===== src/rtl/regfile_mp_pkg.sv =====
// regfile_mp_pkg: shared types and defaults for the multi-port register file.
// Holds the clear-sequencer state encoding and the default array geometry.

package regfile_mp_pkg;

   // Clear sequencer states: zeroing the array, or open for normal traffic.
   typedef enum logic {
      RF_CLEAR = 1'b0,
      RF_READY = 1'b1
   } rf_state_e;

   localparam int RF_DEFAULT_WIDTH = 16;
   localparam int RF_DEFAULT_DEPTH = 8;

endpackage : regfile_mp_pkg


===== src/rtl/regfile_mp_clear_seq.sv =====
// regfile_mp_clear_seq: walks every register index once, issuing zero writes,
// after reset and whenever a clear is requested. ready stays low until the
// last index has been written.

module regfile_mp_clear_seq
   import regfile_mp_pkg::*;
#(
   parameter int DEPTH = RF_DEFAULT_DEPTH,
   parameter int AW    = $clog2(DEPTH)
) (
   input  logic          clk,
   input  logic          rst_n,
   input  logic          clear,
   output logic          clr_we,
   output logic [AW-1:0] clr_addr,
   output logic          ready
);

   localparam logic [AW-1:0] LAST_IDX = AW'(DEPTH - 1);

   rf_state_e     state;
   logic [AW-1:0] clr_idx;

   // Clear FSM: a clear request always restarts the sweep from index 0,
   // whatever the current state; the last zero write hands over to READY.
   // NOTE: sequential state uses non-blocking (<=) so every register samples
   // pre-edge values; blocking here would create order-dependent races.
   always_ff @(posedge clk or negedge rst_n) begin
      if (!rst_n) begin
         state   <= RF_CLEAR;
         clr_idx <= '0;
         clr_we  <= 1'b1;
         ready   <= 1'b0;
      end else if (clear) begin
         state   <= RF_CLEAR;
         clr_idx <= '0;
         clr_we  <= 1'b1;
         ready   <= 1'b0;
      end else begin
         case (state)
            RF_CLEAR: begin
               if (clr_idx == LAST_IDX) begin
                  state   <= RF_READY;
                  clr_idx <= '0;
                  clr_we  <= 1'b0;
                  ready   <= 1'b1;
               end else begin
                  clr_idx <= clr_idx + AW'(1);
               end
            end
            RF_READY: begin
               clr_we <= 1'b0;
               ready  <= 1'b1;
            end
            default: begin
               state   <= RF_CLEAR;
               clr_idx <= '0;
               clr_we  <= 1'b1;
               ready   <= 1'b0;
            end
         endcase
      end
   end

   assign clr_addr = clr_idx;

endmodule : regfile_mp_clear_seq


===== src/rtl/regfile_mp.sv =====
// regfile_mp: WIDTH x DEPTH register file, one write port, two registered
// read ports. A clear sequencer zeroes the array after reset or on request.
// Configuration macro REGFILE_MP_BYPASS_EN: when defined, a read that hits the
// address of a write committing in the same cycle returns the new data;
// otherwise it returns the old stored value.

module regfile_mp
   import regfile_mp_pkg::*;
#(
   parameter int WIDTH = RF_DEFAULT_WIDTH,
   parameter int DEPTH = RF_DEFAULT_DEPTH,
   parameter int AW    = $clog2(DEPTH)
) (
   input  logic             clk,
   input  logic             rst_n,
   input  logic             clear,
   input  logic             wr_en,
   input  logic [AW-1:0]    wr_addr,
   input  logic [WIDTH-1:0] wr_data,
   input  logic [AW-1:0]    rd_addr_a,
   input  logic [AW-1:0]    rd_addr_b,
   output logic [WIDTH-1:0] rd_data_a,
   output logic [WIDTH-1:0] rd_data_b,
   output logic             ready
);

   // One wider than the address so non-power-of-two depths compare cleanly.
   localparam logic [AW:0] DEPTH_W = (AW + 1)'(DEPTH);

   logic [WIDTH-1:0] mem [DEPTH];

   logic             clr_we;
   logic [AW-1:0]    clr_addr;
   logic             user_we;
   logic             mem_we;
   logic [AW-1:0]    mem_addr;
   logic [WIDTH-1:0] mem_wdata;
   logic             a_in_range;
   logic             b_in_range;
   logic [WIDTH-1:0] rd_next_a;
   logic [WIDTH-1:0] rd_next_b;

   regfile_mp_clear_seq #(
      .DEPTH (DEPTH),
      .AW    (AW)
   ) u_clear_seq (
      .clk      (clk),
      .rst_n    (rst_n),
      .clear    (clear),
      .clr_we   (clr_we),
      .clr_addr (clr_addr),
      .ready    (ready)
   );

   assign a_in_range = {1'b0, rd_addr_a} < DEPTH_W;
   assign b_in_range = {1'b0, rd_addr_b} < DEPTH_W;

   // A user write only lands when the array is clean, no clear is pending
   // this cycle (clear wins) and the index exists.
   assign user_we = wr_en & ready & ~clear & ({1'b0, wr_addr} < DEPTH_W);

   // Merge sequencer and user writes; the sequencer owns the port while
   // ready is low, so the two never compete.
   // NOTE: every always_comb output gets a default first so no path leaves it
   // unassigned, which would infer a latch.
   always_comb begin
      mem_we    = 1'b0;
      mem_addr  = wr_addr;
      mem_wdata = wr_data;
      if (clr_we) begin
         mem_we    = 1'b1;
         mem_addr  = clr_addr;
         mem_wdata = '0;
      end else if (user_we) begin
         mem_we = 1'b1;
      end
   end

   // Storage write.
   // NOTE: the array deliberately has no reset; it is zeroed by the clear
   // sequencer, which keeps it mappable to plain flops or RAM without a
   // reset fan-out.
   always_ff @(posedge clk) begin
      if (mem_we) begin
         mem[mem_addr] <= mem_wdata;
      end
   end

   // Next read data for port A: zero while clearing or out of range,
   // optionally forwarding a same-cycle committing write.
   always_comb begin
      rd_next_a = '0;
      if (ready && a_in_range) begin
         rd_next_a = mem[rd_addr_a];
`ifdef REGFILE_MP_BYPASS_EN
         if (user_we && (wr_addr == rd_addr_a)) begin
            rd_next_a = wr_data;
         end
`endif
      end
   end

   // Next read data for port B, same rules as port A.
   always_comb begin
      rd_next_b = '0;
      if (ready && b_in_range) begin
         rd_next_b = mem[rd_addr_b];
`ifdef REGFILE_MP_BYPASS_EN
         if (user_we && (wr_addr == rd_addr_b)) begin
            rd_next_b = wr_data;
         end
`endif
      end
   end

   // Registered read ports; reset forces both to zero immediately.
   always_ff @(posedge clk or negedge rst_n) begin
      if (!rst_n) begin
         rd_data_a <= '0;
         rd_data_b <= '0;
      end else begin
         rd_data_a <= rd_next_a;
         rd_data_b <= rd_next_b;
      end
   end

endmodule : regfile_mp


===== config.mk =====
export PLATFORM = sky130hd
export DESIGN_NAME = regfile_mp
export DESIGN_NICKNAME = d
export VERILOG_FILES = /design/src/rtl/regfile_mp_pkg.sv /design/src/rtl/regfile_mp_clear_seq.sv /design/src/rtl/regfile_mp.sv
export SDC_FILE = /design/constraint.sdc
export NUM_CORES = 1
export LEC_CHECK = 0
export BUFFER_PORTS_ARGS = -buffer_cell sky130_fd_sc_hd__buf_2
export CAP_MARGIN = 20
export CORE_MARGIN = 1
export CORE_UTILIZATION = 54
export DETAILED_ROUTE_END_ITERATION = 12
export PLACE_DENSITY = 0.78
export REMOVE_ABC_BUFFERS = 1
export SLEW_MARGIN = 15
export SYNTH_ARGS = -nofsm -noshare
export SYNTH_HDL_FRONTEND = slang
export SYNTH_SLANG_ARGS = --single-unit

===== constraint.sdc =====
create_clock -name clk -period 2.5 [get_ports clk]
set_input_delay 0.125 -clock clk [delete_from_list [all_inputs] [get_ports clk]]
set_output_delay 0.125 -clock clk [all_outputs]
set_load 0.05 [all_outputs]

==> metrics.md, run 1 <==
| Metric | Value |
|---|---|
| Via Count | 3,926 |
| Hold Fails Final Rpt | 0 |
| HP Class | in2reg |
| Grt ovf | 0 |
| Largest stage delay on the critical path | 0.63 ns |
| Area delta synth->final | 16.2% |
| I/O pin cnt | 62 |
| # diodes | 0 |
| Port buffer count | 61 |
| Average size of a mapped cell | 19.8 sq um |
| Nets | 475 |
| Die Y-Extent | 119 um |
| Met1 WL | 5940 um |
| Min Tclk post-route | 2.03 ns |
| Fin Clk Skew | 0.00616 ns |
| Slowest CP cell | dfstp_2 |
| WL/cell | 24.4 um |
| Die Width | 119 um |
| Pre-antenna DRT Iters | 5 |
| Uppermost layer routed | met4 |
| Met3 WL | 1090 um |
| Fmax | 493 MHz |
| Flops & latches, synth | 166 |
| 1st-iter DRT viols | 293 |
| Wire length on met2 | 8240 um |
| Max-cap violations | 0 |
| Actual slew at the worst max-slew pin | 0.894 ns |
| Routed WL | 15,500 um |
| # Post-CTS Setup Buffers | 0 |
| Fin Setup TNS | 0 ns |
| Worst-case clock buffer depth | 2 |
| H-tree Lvls | 4 |
| CTS tree | yes |
| FF-to-FF End | mem[5][14]$_DFFE_PP_ |
| Initial antenna violation count | 0 |
| Hold path endpoint | mem[0][2]$_DFFE_PP_ |
| DRC viols | 0 |
| Yosys warns | 0 |
| Req. time, crit path | 2.62 ns |
| Final setup fails | 0 |
| Leak | 3.42 nW |
| HPWL after detailed placement | 9390 um |
| Mapped Area | 7330 sq um |
| Root buffer cell | clkbuf_16 |
| Hold Path Cell Cnt | 2 |
| Filler cells | 910 |
| Clock transition at the registers of the reported paths | 0.06 ns |
| Largest net degree at the start of global routing | 39 |
| Row count | 42 |
| Worst Path Class, Setup | reg2reg |
| Total CTS buffers | 17 |
| Final period utilization | 81.1% |
| PwrDens | 769 nW/um^2 |
| Die area | 14,000 sq um |
| Vias per cell | 6.20 |
| RSZ-0062 raised after global routing | false |
| Commonest cells after routing, fill and taps aside | 128 x edfxtp_1, 61 x buf_2, 47 x nor2_1 |
| FF-to-FF setup slack | 0.47 ns |
| Clk_lat worst skew | 0.42 ns |
| Worst reg2reg path startpoint | u_clear_seq.clr_we$_DFFE_PN1P_ |
| CP Launch Type | register |
| Final Max Tran Viols | 0 |
| Antenna viol nets, final | 0 |
| Crit-path max FO | 11 |
| Setup crit end kind | register |
| Vias in the first global route | 4,086 |
| Global placer's final weighted congestion | 0.744 |
| Hold Worst Slack | 0.176 ns |
| First-pass GRT wire length | 23,500 um |
| Share of cells above drive strength 1 | 28.0% |
| Non-filler instance count after layout | 633 |
| GRT Resource Usage Total | 23.7% |
| # placed instances | 599 |
| Tot Pwr | 0.00655 W |
| Starting density of the core | 55.4% |
| Status | complete, no violations |
| Core Area | 13,200 sq um |
| Synthesized instance count | 370 |
| Commonest non-fill, non-tap cell in the layout | edfxtp_1 |
| Post-synthesis cell type count | 25 |
| Slew Limit Headroom | 40.4% |
| R2R depth | 3 |
| IR drop worst, VDD | 0.484 mV |
| Critical-path cell list | mux2i_1 > nor2_1 > buf_4 |
| Register area share after synthesis | 65.4% |
| Hold Path Origin | wr_data[2] |
| WP data arrival | 2.15 ns |
| Clock Sinks | 166 |
-- how the worst max path moves through the flow --
| stage | endpoint | startpoint | slack, ns |
|---|---|---|---|
| 4_1_cts | mem[5][9]$_DFFE_PP_ | u_clear_seq.clr_we$_DFFE_PN1P_ | 0.43 |
| 2_1_floorplan | mem[0][0]$_DFFE_PP_ | u_clear_seq.clr_we$_DFFE_PN1P_ | 0.27 |
| 3_5_place_dp | mem[5][3]$_DFFE_PP_ | u_clear_seq.clr_we$_DFFE_PN1P_ | 0.45 |
| 6_report | mem[5][14]$_DFFE_PP_ | u_clear_seq.clr_we$_DFFE_PN1P_ | 0.47 |
| 3_3_place_gp | mem[5][3]$_DFFE_PP_ | u_clear_seq.clr_we$_DFFE_PN1P_ | 0.56 |
| 5_1_grt | mem[5][14]$_DFFE_PP_ | u_clear_seq.clr_we$_DFFE_PN1P_ | 0.34 |
-- layer usage --
metal | vias up | GRT usage, %
li1 | 1681 | -
met1 | 2068 | 31.1
met2 | 159 | 39.7
met3 | 18 | 5.21
met4 | 0 | 7.67
met5 | - | 0
-- through the flow --
stage / instance area [sq um] / util (%) / worst slack, ns
floorplan: 7170 / - / 0.271
global route: 8520 / 64.3 / 0.341
detailed placement: 7840 / 59.2 / 0.450
global placement: 7840 / 59.2 / 0.559
CTS: 8520 / 64.3 / 0.434
finish: 8520 / 64.3 / 0.473
-- critical path, delay by kind of cell, from the launching register on --
family	cells	cell delay (ns)
DFF	1	0.63
and+or+nand+nor	1	0.59
buffers and inverters	1	0.33
muxes	1	0.17
-- flip-flops by register name, summed over array words and instances, names as in the netlist --
register / flops
u_clear_seq.clr_we: 1
mem: 128
u_clear_seq.state: 1
u_clear_seq.ready: 1
rd_data_a: 16
u_clear_seq.clr_addr: 3
rd_data_b: 16
-- cell type report --
| cell class | count | area (sq um) | area share [%] |
|---|---|---|---|
| multi-input combinational | 177 | 2360 | 27.8 |
| clock inverter | 14 | 225 | 2.64 |
| timing repair buffer | 79 | 470 | 5.52 |
| tap | 176 | 220 | 2.59 |
| sequential | 166 | 4800 | 56.3 |
| inverter | 3 | 11.3 | 0.132 |
| clock buffer | 18 | 429 | 5.04 |
-- where the power goes --
part	internal, W	total (W)	switching (W)
Combinational	0.000255	0.000535	0.000280
Sequential	0.00310	0.00316	0.0000631
Clock	0.00179	0.00286	0.00107
Total	0.00514	0.00655	0.00141
-- kinds of logic after synthesis --
kind of cell	after synthesis	share of synthesized area [%]
DFF	166	65.4
muxes	100	26.9
and+or+nand+nor	68	4.27
buffers and inverters	27	2.34
AOI/OAI and AO/OA	7	0.700
adders and majority gates	2	0.341
-- cells in the mapped netlist --
cell type	n	share of area [%]
ha_1	2	0.34
buf_2	2	0.14
buf_6	8	1.2
a22oi_1	1	0.10
nor3_1	1	0.068
a32oi_1	2	0.24
inv_1	3	0.15
mux4_2	18	5.5
nor2b_1	17	1.5
dfstp_2	1	0.36
a21o_1	1	0.10
nand4bb_1	1	0.15
and4b_1	1	0.14
mux2i_1	35	4.8
nand2_1	1	0.051
dfrtp_1	37	13
a2bb2oi_1	1	0.12
edfxtp_1	128	52
buf_4	2	0.20
nor2_1	47	2.4
clkbuf_1	6	0.31
mux2_2	1	0.15
a21oi_1	2	0.14
buf_1	6	0.31
mux4_1	46	16
-- timing repair --
item	CTS	global route
resized for setup	0	0
hold buffers	2	0
hold endpoints to repair	43	0
(Power assumes the default switching activity.)
==> run 2, diff against run 1 <==
clock period = 1.8 ns   (was 2.5 ns; I/O delays follow)
==> run 2 against run 1 <==
  * Combinational power rose by 43%
  * Global-route usage fell by 1.0 points
  * First-iteration DRC count rose by 1.0%
  * Clock skew rose by 0.00063 ns
  * Design area rose by 1.1%
  * Die area did not move
  * Register-to-register slack got worse by 0.35 ns
  * Power rose by 39%
==> metrics.md, run 2 (synthesis gave the netlist of run 1 again) <==
| Metric | Value |
|---|---|
| Total CTS buffers | 17 (unchanged) |
| Hold Worst Slack | 0.143 ns (was 0.176 ns) |
| Core Area | 13,200 sq um (unchanged) |
| # diodes | 0 (unchanged) |
| 1st-iter DRT viols | 296 (was 293) |
| Sw frac | 20.9% (was 21.5%) |
| Critical path origin | u_clear_seq.clr_we$_DFFE_PN1P_ (unchanged) |
| WL/cell | 22.8 um (was 24.4 um) |
| Area delta synth->final | 17.4% (was 16.2%) |
| Leak | 3.46 nW (was 3.42 nW) |
| DRC viols | 0 (unchanged) |
| Max-cap violations | 0 (unchanged) |
| Grt ovf | 0 (unchanged) |
| Top flop regs | mem: 128 flops, rd_data_a: 16 flops, rd_data_b: 16 flops (unchanged) |
| Final Max Tran Viols | 0 (unchanged) |
| Logic pwr share | 8.4% (was 8.2%) |
| Core Util, Final | 65.0% (was 64.3%) |
| GRT Resource Usage Total | 22.7% (was 23.7%) |
| WP data arrival | 1.80 ns (was 2.15 ns) |
| IR drop worst, VDD | 0.664 mV (was 0.484 mV) |
| Row count | 42 (unchanged) |
| NetSw | 0.00190 W (was 0.00141 W) |
| Setup crit end kind | register (unchanged) |
| Root buffer cell | clkbuf_16 (unchanged) |
| Min Tclk post-route | 1.68 ns (was 2.03 ns) |
| Final period utilization | 93.1% (was 81.1%) |
| H-tree Lvls | 4 (unchanged) |
| CP Launch Type | register (unchanged) |
| First-pass GRT wire length | 22,800 um (was 23,500 um) |
| FF-to-FF setup slack | 0.12 ns (was 0.47 ns) |
| Actual slew at the worst max-slew pin | 0.567 ns (was 0.894 ns) |
| Worst Path Class, Setup | reg2reg (unchanged) |
| Filler cells | 913 (was 910) |
| Antenna viol nets, final | 0 (unchanged) |
| Number of flip-flops under the largest register name | 128 (unchanged) |
| Die Y-Extent | 119 um (unchanged) |
| Share of cells above drive strength 1 | 28.9% (was 28.0%) |
| Worst Setup EP | mem[4][7]$_DFFE_PP_ (was mem[5][14]$_DFFE_PP_) |
| Hold Fails Final Rpt | 0 (unchanged) |
| Worst-case clock buffer depth | 2 (unchanged) |
| Global placer's final weighted congestion | 0.756 (was 0.744) |
| Cell-internal power | 0.00718 W (was 0.00514 W) |
| Hold Path Origin | wr_data[6] (was wr_data[2]) |
| Fin Clk Skew | 0.00679 ns (was 0.00616 ns) |
| Die area | 14,000 sq um (unchanged) |
| I/O pin cnt | 62 (unchanged) |
| FF-to-FF End | mem[4][7]$_DFFE_PP_ (was mem[5][14]$_DFFE_PP_) |
| Worst reg2reg path startpoint | u_clear_seq.clr_we$_DFFE_PN1P_ (unchanged) |
| PwrDens | 1050 nW/um^2 (was 769 nW/um^2) |
| Commonest cells after routing, fill and taps aside | 128 x edfxtp_1, 61 x buf_2, 47 x nor2_1 (unchanged) |
| Req. time, crit path | 1.92 ns (was 2.62 ns) |
| Initial antenna violation count | 0 (unchanged) |
| CTS tree | yes (unchanged) |
| Vias per cell | 6.02 (was 6.20) |
| Multi-input gate area | 2360 sq um (unchanged) |
| Fmax | 597 MHz (was 493 MHz) |
| Nets | 482 (was 475) |
| Final setup fails | 0 (unchanged) |
| Port buffer count | 61 (unchanged) |
| # Post-CTS Setup Buffers | 0 (unchanged) |
| RSZ-0062 raised after global routing | false (unchanged) |
| Register area | 4800 sq um (unchanged) |
| R2R depth | 3 (unchanged) |
| Most flop-heavy register | mem (unchanged) |
| Slew Limit Headroom | 62.1% (was 40.4%) |
| Routed WL | 14,600 um (was 15,500 um) |
| Vias in the first global route | 4,056 (was 4,086) |
| Pre-antenna DRT Iters | 8 (was 5) |
| HPWL after detailed placement | 9110 um (was 9390 um) |
| Clock Sinks | 166 (unchanged) |
| Via Count | 3,850 (was 3,926) |
| Clk_lat worst skew | 0.42 ns (about the same) |
| Share of total power in sequential cells | 48.3% (about the same) |
| Clk pwr share | 43.3% (was 43.6%) |
| Status | complete, no violations (unchanged) |
| Die Width | 119 um (unchanged) |
| Largest net degree at the start of global routing | 39 (unchanged) |
| Crit-path max FO | 16 (was 11) |
| HP Class | in2reg (unchanged) |
| Starting density of the core | 55.4% (unchanged) |
| Commonest non-fill, non-tap cell in the layout | edfxtp_1 (unchanged) |
| Clock transition at the registers of the reported paths | 0.06 ns (about the same) |
-- run 2: cell count changes in the layout (fill, tap and decap cells not counted), sizes merged --
cell,delta
clkbuf,+2
inv,-1
buf,+7
clkinv,-1
-- run 2: how the worst min path moves through the flow --
stage,endpoint,cells after the start
final,mem[7][6]$_DFFE_PP_,2
after global placement,rd_data_a[10]$_DFF_PN0_,2
after CTS,mem[0][2]$_DFFE_PP_,2
after detailed placement,rd_data_a[10]$_DFF_PN0_,2
after floorplan,rd_data_a[0]$_DFF_PN0_,0
after global routing,mem[0][2]$_DFFE_PP_,2
-- run 2: cell type report --
cell class,instances,share of cell area [%]
clock inverters,12,2.30
flip-flops and latches,166,55.7
well taps,176,2.56
clock buffers,20,5.19
inverters,3,0.131
multi-input cells,177,27.5
repair buffers,86,6.66
-- run 2: timing repair --
action / 4_1_cts / 5_1_grt
hold buffers: 2 / 0
hold endpoints to repair: 44 / 0
resized for setup: 0 / 0
-- run 2: routing by layer --
layer | track usage (%) | part of all wire (%)
met5 | 0 | 0
met4 | 9.89 | 2.5
met3 | 4.44 | 5.5
met2 | 37.6 | 50
met1 | 29.3 | 42
-- run 2: worst max-delay path: stages, from the launching register on --
cell     delay, ns
dfstp_2       0.55
mux2_2        0.37
nor2_1        0.23
buf_12        0.22
-- run 2: through the flow --
stage | setup TNS [ns] | setup slack [ns] | instances | power, W | cell area (sq um)
floorplan | -46.82 | -0.429 | 346 | 0.00487 | 7170
global placement | 0 | 0.222 | 606 | 0.00519 | 7950
detailed placement | 0 | 0.151 | 606 | 0.00523 | 7950
CTS | 0 | 0.123 | 640 | 0.00914 | 8610
global route | 0 | 0.0537 | 640 | 0.00935 | 8610
finish | 0 | 0.124 | 640 | 0.00908 | 8610
-- run 2: power groups by stage --
stage               Combinational [W]  Clock (W)  Sequential (W)
global route                 0.000818    0.00413         0.00441
finish                       0.000765    0.00393         0.00439
floorplan                    0.000418          0         0.00445
CTS                          0.000775    0.00397         0.00439
detailed placement           0.000766          0         0.00446
global placement             0.000745          0         0.00444
==> run 3, diff against run 2 <==
SYNTH_HIERARCHICAL = 1   (was default)
clock period = 1.5 ns   (was 1.8 ns; I/O delays follow)
==> run 3 against run 2 <==
  * The flow now finishes with violations (setup timing)
  * Synthesized area grew 1.6%
  * Routed wire length grew 18%
  * Setup slack lost 0.25 ns
  * Power grew 16%
  * Global-route usage grew 2.9 points
  * Synthesized cell count grew 20%
  * Clock power grew 8.4%
  * Sequential power grew 20%
  * Via count grew 17%
  * Combinational power grew 33%
  * Critical endpoint is now mem[4][8]$_DFFE_PP_
  * Largest power group unchanged
  * Highest routed layer unchanged
==> metrics.md, run 3 <==
| Metric | Value |
|---|---|
| FF-to-FF End | mem[4][8]$_DFFE_PP_ (was mem[4][7]$_DFFE_PP_) |
| Final period utilization | 108% (was 93.1%) |
| Crit-path max FO | 16 (unchanged) |
| Average size of a mapped cell | 16.8 sq um (was 19.8 sq um) |
| Leak | 3.58 nW (was 3.46 nW) |
| CP Launch Type | register (unchanged) |
| Hold path endpoint | mem[1][0]$_DFFE_PP_ (was mem[7][6]$_DFFE_PP_) |
| Grt ovf | 0 (unchanged) |
| H-tree Lvls | 4 (unchanged) |
| Commonest non-fill, non-tap cell in the layout | edfxtp_1 (unchanged) |
| Clock Sinks | 166 (unchanged) |
| Largest delay share family, worst path | compound AO/OA/AOI/OAI gates (was flip-flops) |
| Post-Synth Simple-Gate Area | 3.02% (was 4.27%) |
| HP Class | in2reg (unchanged) |
| Worst-case clock buffer depth | 2 (unchanged) |
| Total CTS buffers | 17 (unchanged) |
| Status | finished, violations left (was complete, no violations) |
| Mapped Area | 7450 sq um (was 7330 sq um) |
| Most flop-heavy register | mem (unchanged) |
| Ranking of synthesized cells by area | edfxtp_1 52%, dfrtp_1 12%, mux4_2 7.9%, mux2_2 4.8%, mux2i_1 4.6% (was edfxtp_1 52%, mux4_1 16%, dfrtp_1 13%, mux4_2 5.5%, mux2i_1 4.8%) |
| Post-synthesis cell type count | 32 (was 25) |
| Largest stage delay on the critical path | 0.50 ns (was 0.55 ns) |
| Async SR Flop Fraction | 22.9% (unchanged) |
| IR drop worst, VDD | 0.912 mV (was 0.664 mV) |
| Antenna viol nets, final | 0 (unchanged) |
| I/O pin cnt | 62 (unchanged) |
| 1st-iter DRT viols | 506 (was 296) |
| Cell type with the largest total area after synthesis | edfxtp_1 (unchanged) |
| R2R depth | 4 (was 3) |
| Largest family of logic cells by synthesized area | multiplexers (unchanged) |
| Number of flip-flops under the largest register name | 128 (unchanged) |
| Final Max Tran Viols | 0 (unchanged) |
| Req. time, crit path | 1.63 ns (was 1.92 ns) |
| CTS tree | yes (unchanged) |
| Fmax | 617 MHz (was 597 MHz) |
| Starting density of the core | 55.8% (was 55.4%) |
| Yosys warns | 6 (was 0) |
| Fraction of the mapped netlist area in adder cells | 0.336% (was 0.341%) |
| Post-synth EDFFs | 128 (unchanged) |
| Share of cells above drive strength 1 | 42.5% (was 28.9%) |
| Worst reg2reg path startpoint | u_clear_seq/ready$_DFFE_PN0P_ (was u_clear_seq.clr_we$_DFFE_PN1P_) |
| Slew Limit Headroom | 26.6% (was 62.1%) |
| PwrDens | 1180 nW/um^2 (was 1050 nW/um^2) |
| Initial antenna violation count | 0 (unchanged) |
| Vias per cell | 6.10 (was 6.02) |
| Core Util, Final | 67.1% (was 65.0%) |
| Actual slew at the worst max-slew pin | 1.10 ns (was 0.567 ns) |
| Hold Path Origin | wr_data[0] (was wr_data[6]) |
| Largest net degree at the start of global routing | 38 (was 39) |
| Critical-path cell list | nand2_2 > o41a_1 > nor2_2 > buf_12 (was mux2_2 > nor2_1 > buf_12) |
| # diodes | 0 (unchanged) |
| Synth Area in Compound Gates | 8.35% (was 0.700%) |
| Hold Path Cell Cnt | 3 (was 2) |
| GRT Resource Usage Total | 25.5% (was 22.7%) |
| HPWL after detailed placement | 11,700 um (was 9110 um) |
| Xor/xnor share of the synthesized area | 0% (unchanged) |
| Mux cell area share after synthesis | 19.4% (was 26.9%) |
| Die area | 14,300 sq um (was 14,000 sq um) |
| Die Width | 119 um (about the same) |
| Synthesized instance count | 444 (was 370) |
| First-pass GRT wire length | 26,100 um (was 22,800 um) |
| Pre-antenna DRT Iters | 5 (was 8) |
| Port buffer count | 61 (unchanged) |
| Main synth FF type | edfxtp_1 (unchanged) |
| Core Area | 13,300 sq um (was 13,200 sq um) |
| Post-synth top cells | 128 x edfxtp_1, 37 x dfrtp_1, 35 x inv_1 (was 128 x edfxtp_1, 47 x nor2_1, 46 x mux4_1) |
| Failing checks | setup timing |
| Pre-CTS setup slack | -0.174 ns (was 0.151 ns) |
| Hold Fails Final Rpt | 0 (unchanged) |
| Die Y-Extent | 119 um (about the same) |
| Vias in the first global route | 4,715 (was 4,056) |
| WL/cell | 23.3 um (was 22.8 um) |
| Buf+Inv Stages, Crit Path | 1 (unchanged) |
| Setup crit end kind | register (unchanged) |
| Filler cells | 896 (was 913) |
| Worst setup margin | -0.122 ns (was 0.124 ns) |
| FF-to-FF setup slack | -0.12 ns (was 0.12 ns) |
| Via Count | 4,510 (was 3,850) |
| Final setup fails | 128 (was 0) |
| Slowest CP cell | o41a_1 (was dfstp_2) |
| Fin Clk Skew | 0.00747 ns (was 0.00679 ns) |
| Max-cap violations | 0 (unchanged) |
| Global placer's final weighted congestion | 0.787 (was 0.756) |
| Routed WL | 17,200 um (was 14,600 um) |
| Commonest cells after routing, fill and taps aside | 128 x edfxtp_1, 60 x buf_2, 35 x inv_1, 35 x buf_4, 35 x dfrtp_1 (was 128 x edfxtp_1, 61 x buf_2, 47 x nor2_1) |
| Synth top area share | 51.6% (was 52.4%) |
| RSZ-0062 raised after global routing | true (was false) |
| Worst Path Class, Setup | reg2reg (unchanged) |
| Flops & latches, synth | 166 (unchanged) |
| Clk_lat worst skew | 0.43 ns (was 0.42 ns) |
| Row count | 42 (unchanged) |
| Register area share after synthesis | 64.4% (was 65.4%) |
| Clock transition at the registers of the reported paths | 0.06 ns (about the same) |
| Top flop regs | mem: 128 flops, rd_data_a: 16 flops, rd_data_b: 16 flops (unchanged) |
| Count leader, synth | edfxtp_1 (unchanged) |
| DRC viols | 0 (unchanged) |
| WP data arrival | 1.76 ns (was 1.80 ns) |
| Area delta synth->final | 20.2% (was 17.4%) |
| Nets | 581 (was 482) |
| Root buffer cell | clkbuf_16 (unchanged) |
| Min Tclk post-route | 1.62 ns (was 1.68 ns) |
run 3: changes by cell type after synthesis, sizes merged, moves of 2 or more:
cell | previous run | this run
o21ai | 0 | 32
clkbuf | 6 | 9
a221oi | 0 | 32
nand2b | 0 | 3
nor2 | 47 | 17
o41a | 0 | 2
mux2 | 1 | 32
inv | 3 | 35
nand2 | 1 | 4
mux4 | 64 | 32
run 3: cell type report:
cell class / count / area [sq um] / share of cell area [%]
Multi-Input combinational cell: 215 / 2370 / 26.5
Clock inverter: 8 / 71.3 / 0.797
Clock buffer: 24 / 514 / 5.74
Timing Repair Buffer: 115 / 845 / 9.43
Sequential cell: 166 / 4800 / 53.6
Tap cell: 176 / 220 / 2.46
Inverter: 35 / 131 / 1.47
run 3: layer usage:
metal / track usage, % / part of all wire [%] / vias up
met4: 10.1 / 2.1 / 0
li1: - / - / 1951
met1: 34.8 / 42 / 2311
met5: 0 / 0 / -
met2: 40.0 / 48 / 221
met3: 5.84 / 8.1 / 27
run 3: per-stage QoR:
| step | hold WS [ns] | setup TNS (ns) | instance area [sq um] | total power [W] | std cells |
|---|---|---|---|---|---|
| after global placement | 0.0368 | -7.21 | 8190 | 0.00626 | 698 |
| final | 0.109 | -11.58 | 8950 | 0.0106 | 739 |
| after CTS | 0.0942 | -12.25 | 8900 | 0.0106 | 736 |
| after detailed placement | 0.0528 | -14.04 | 8190 | 0.00632 | 698 |
| after floorplan | -0.221 | -139.96 | 7240 | 0.00583 | 416 |
| after global routing | 0.118 | -17.45 | 8950 | 0.0109 | 739 |
run 3: where the power goes:
| part | internal, W | switching [W] | total (W) |
|---|---|---|---|
| Sequential | 0.00517 | 0.000108 | 0.00527 |
| Clock | 0.00255 | 0.00171 | 0.00426 |
| Combinational | 0.000446 | 0.000576 | 0.00102 |
run 3: cells by family after synthesis:
group	after synthesis
AO/OA/AOI/OAI	72
AND/OR/NAND/NOR	43
multiplexers	98
flip-flops	166
adder cells (fa/ha/maj)	2
buffers and inverters	63
run 3: worst min-delay path, delay by kind of cell:
| family | cells | cell delay, ns |
|---|---|---|
| and+or+nand+nor | 1 | 0.11 |
| buffers and inverters | 2 | 0.24 |
run 3: worst max path at each step:
| stage | from | to | slack [ns] | depth (start not counted) |
|---|---|---|---|---|
| after floorplan | u_clear_seq/ready$_DFFE_PN0P_ | mem[5][0]$_DFFE_PP_ | -1.10 | 3 |
| after global placement | u_clear_seq/clr_we$_DFFE_PN1P_ | mem[4][8]$_DFFE_PP_ | -0.09 | 3 |
| after detailed placement | u_clear_seq/clr_we$_DFFE_PN1P_ | mem[4][3]$_DFFE_PP_ | -0.17 | 3 |
| after CTS | u_clear_seq/ready$_DFFE_PN0P_ | mem[2][6]$_DFFE_PP_ | -0.14 | 4 |
| after global routing | u_clear_seq/ready$_DFFE_PN0P_ | mem[4][8]$_DFFE_PP_ | -0.16 | 4 |
| final | u_clear_seq/ready$_DFFE_PN0P_ | mem[4][8]$_DFFE_PP_ | -0.12 | 4 |
run 3: what timing repair did:
item	in CTS	in global routing
buffers inserted	2	3
hold buffers	4	0
setup endpoints to repair	130	155
pin swaps	5	4
resized for setup	23	9
endpoints found under the hold margin	44	0
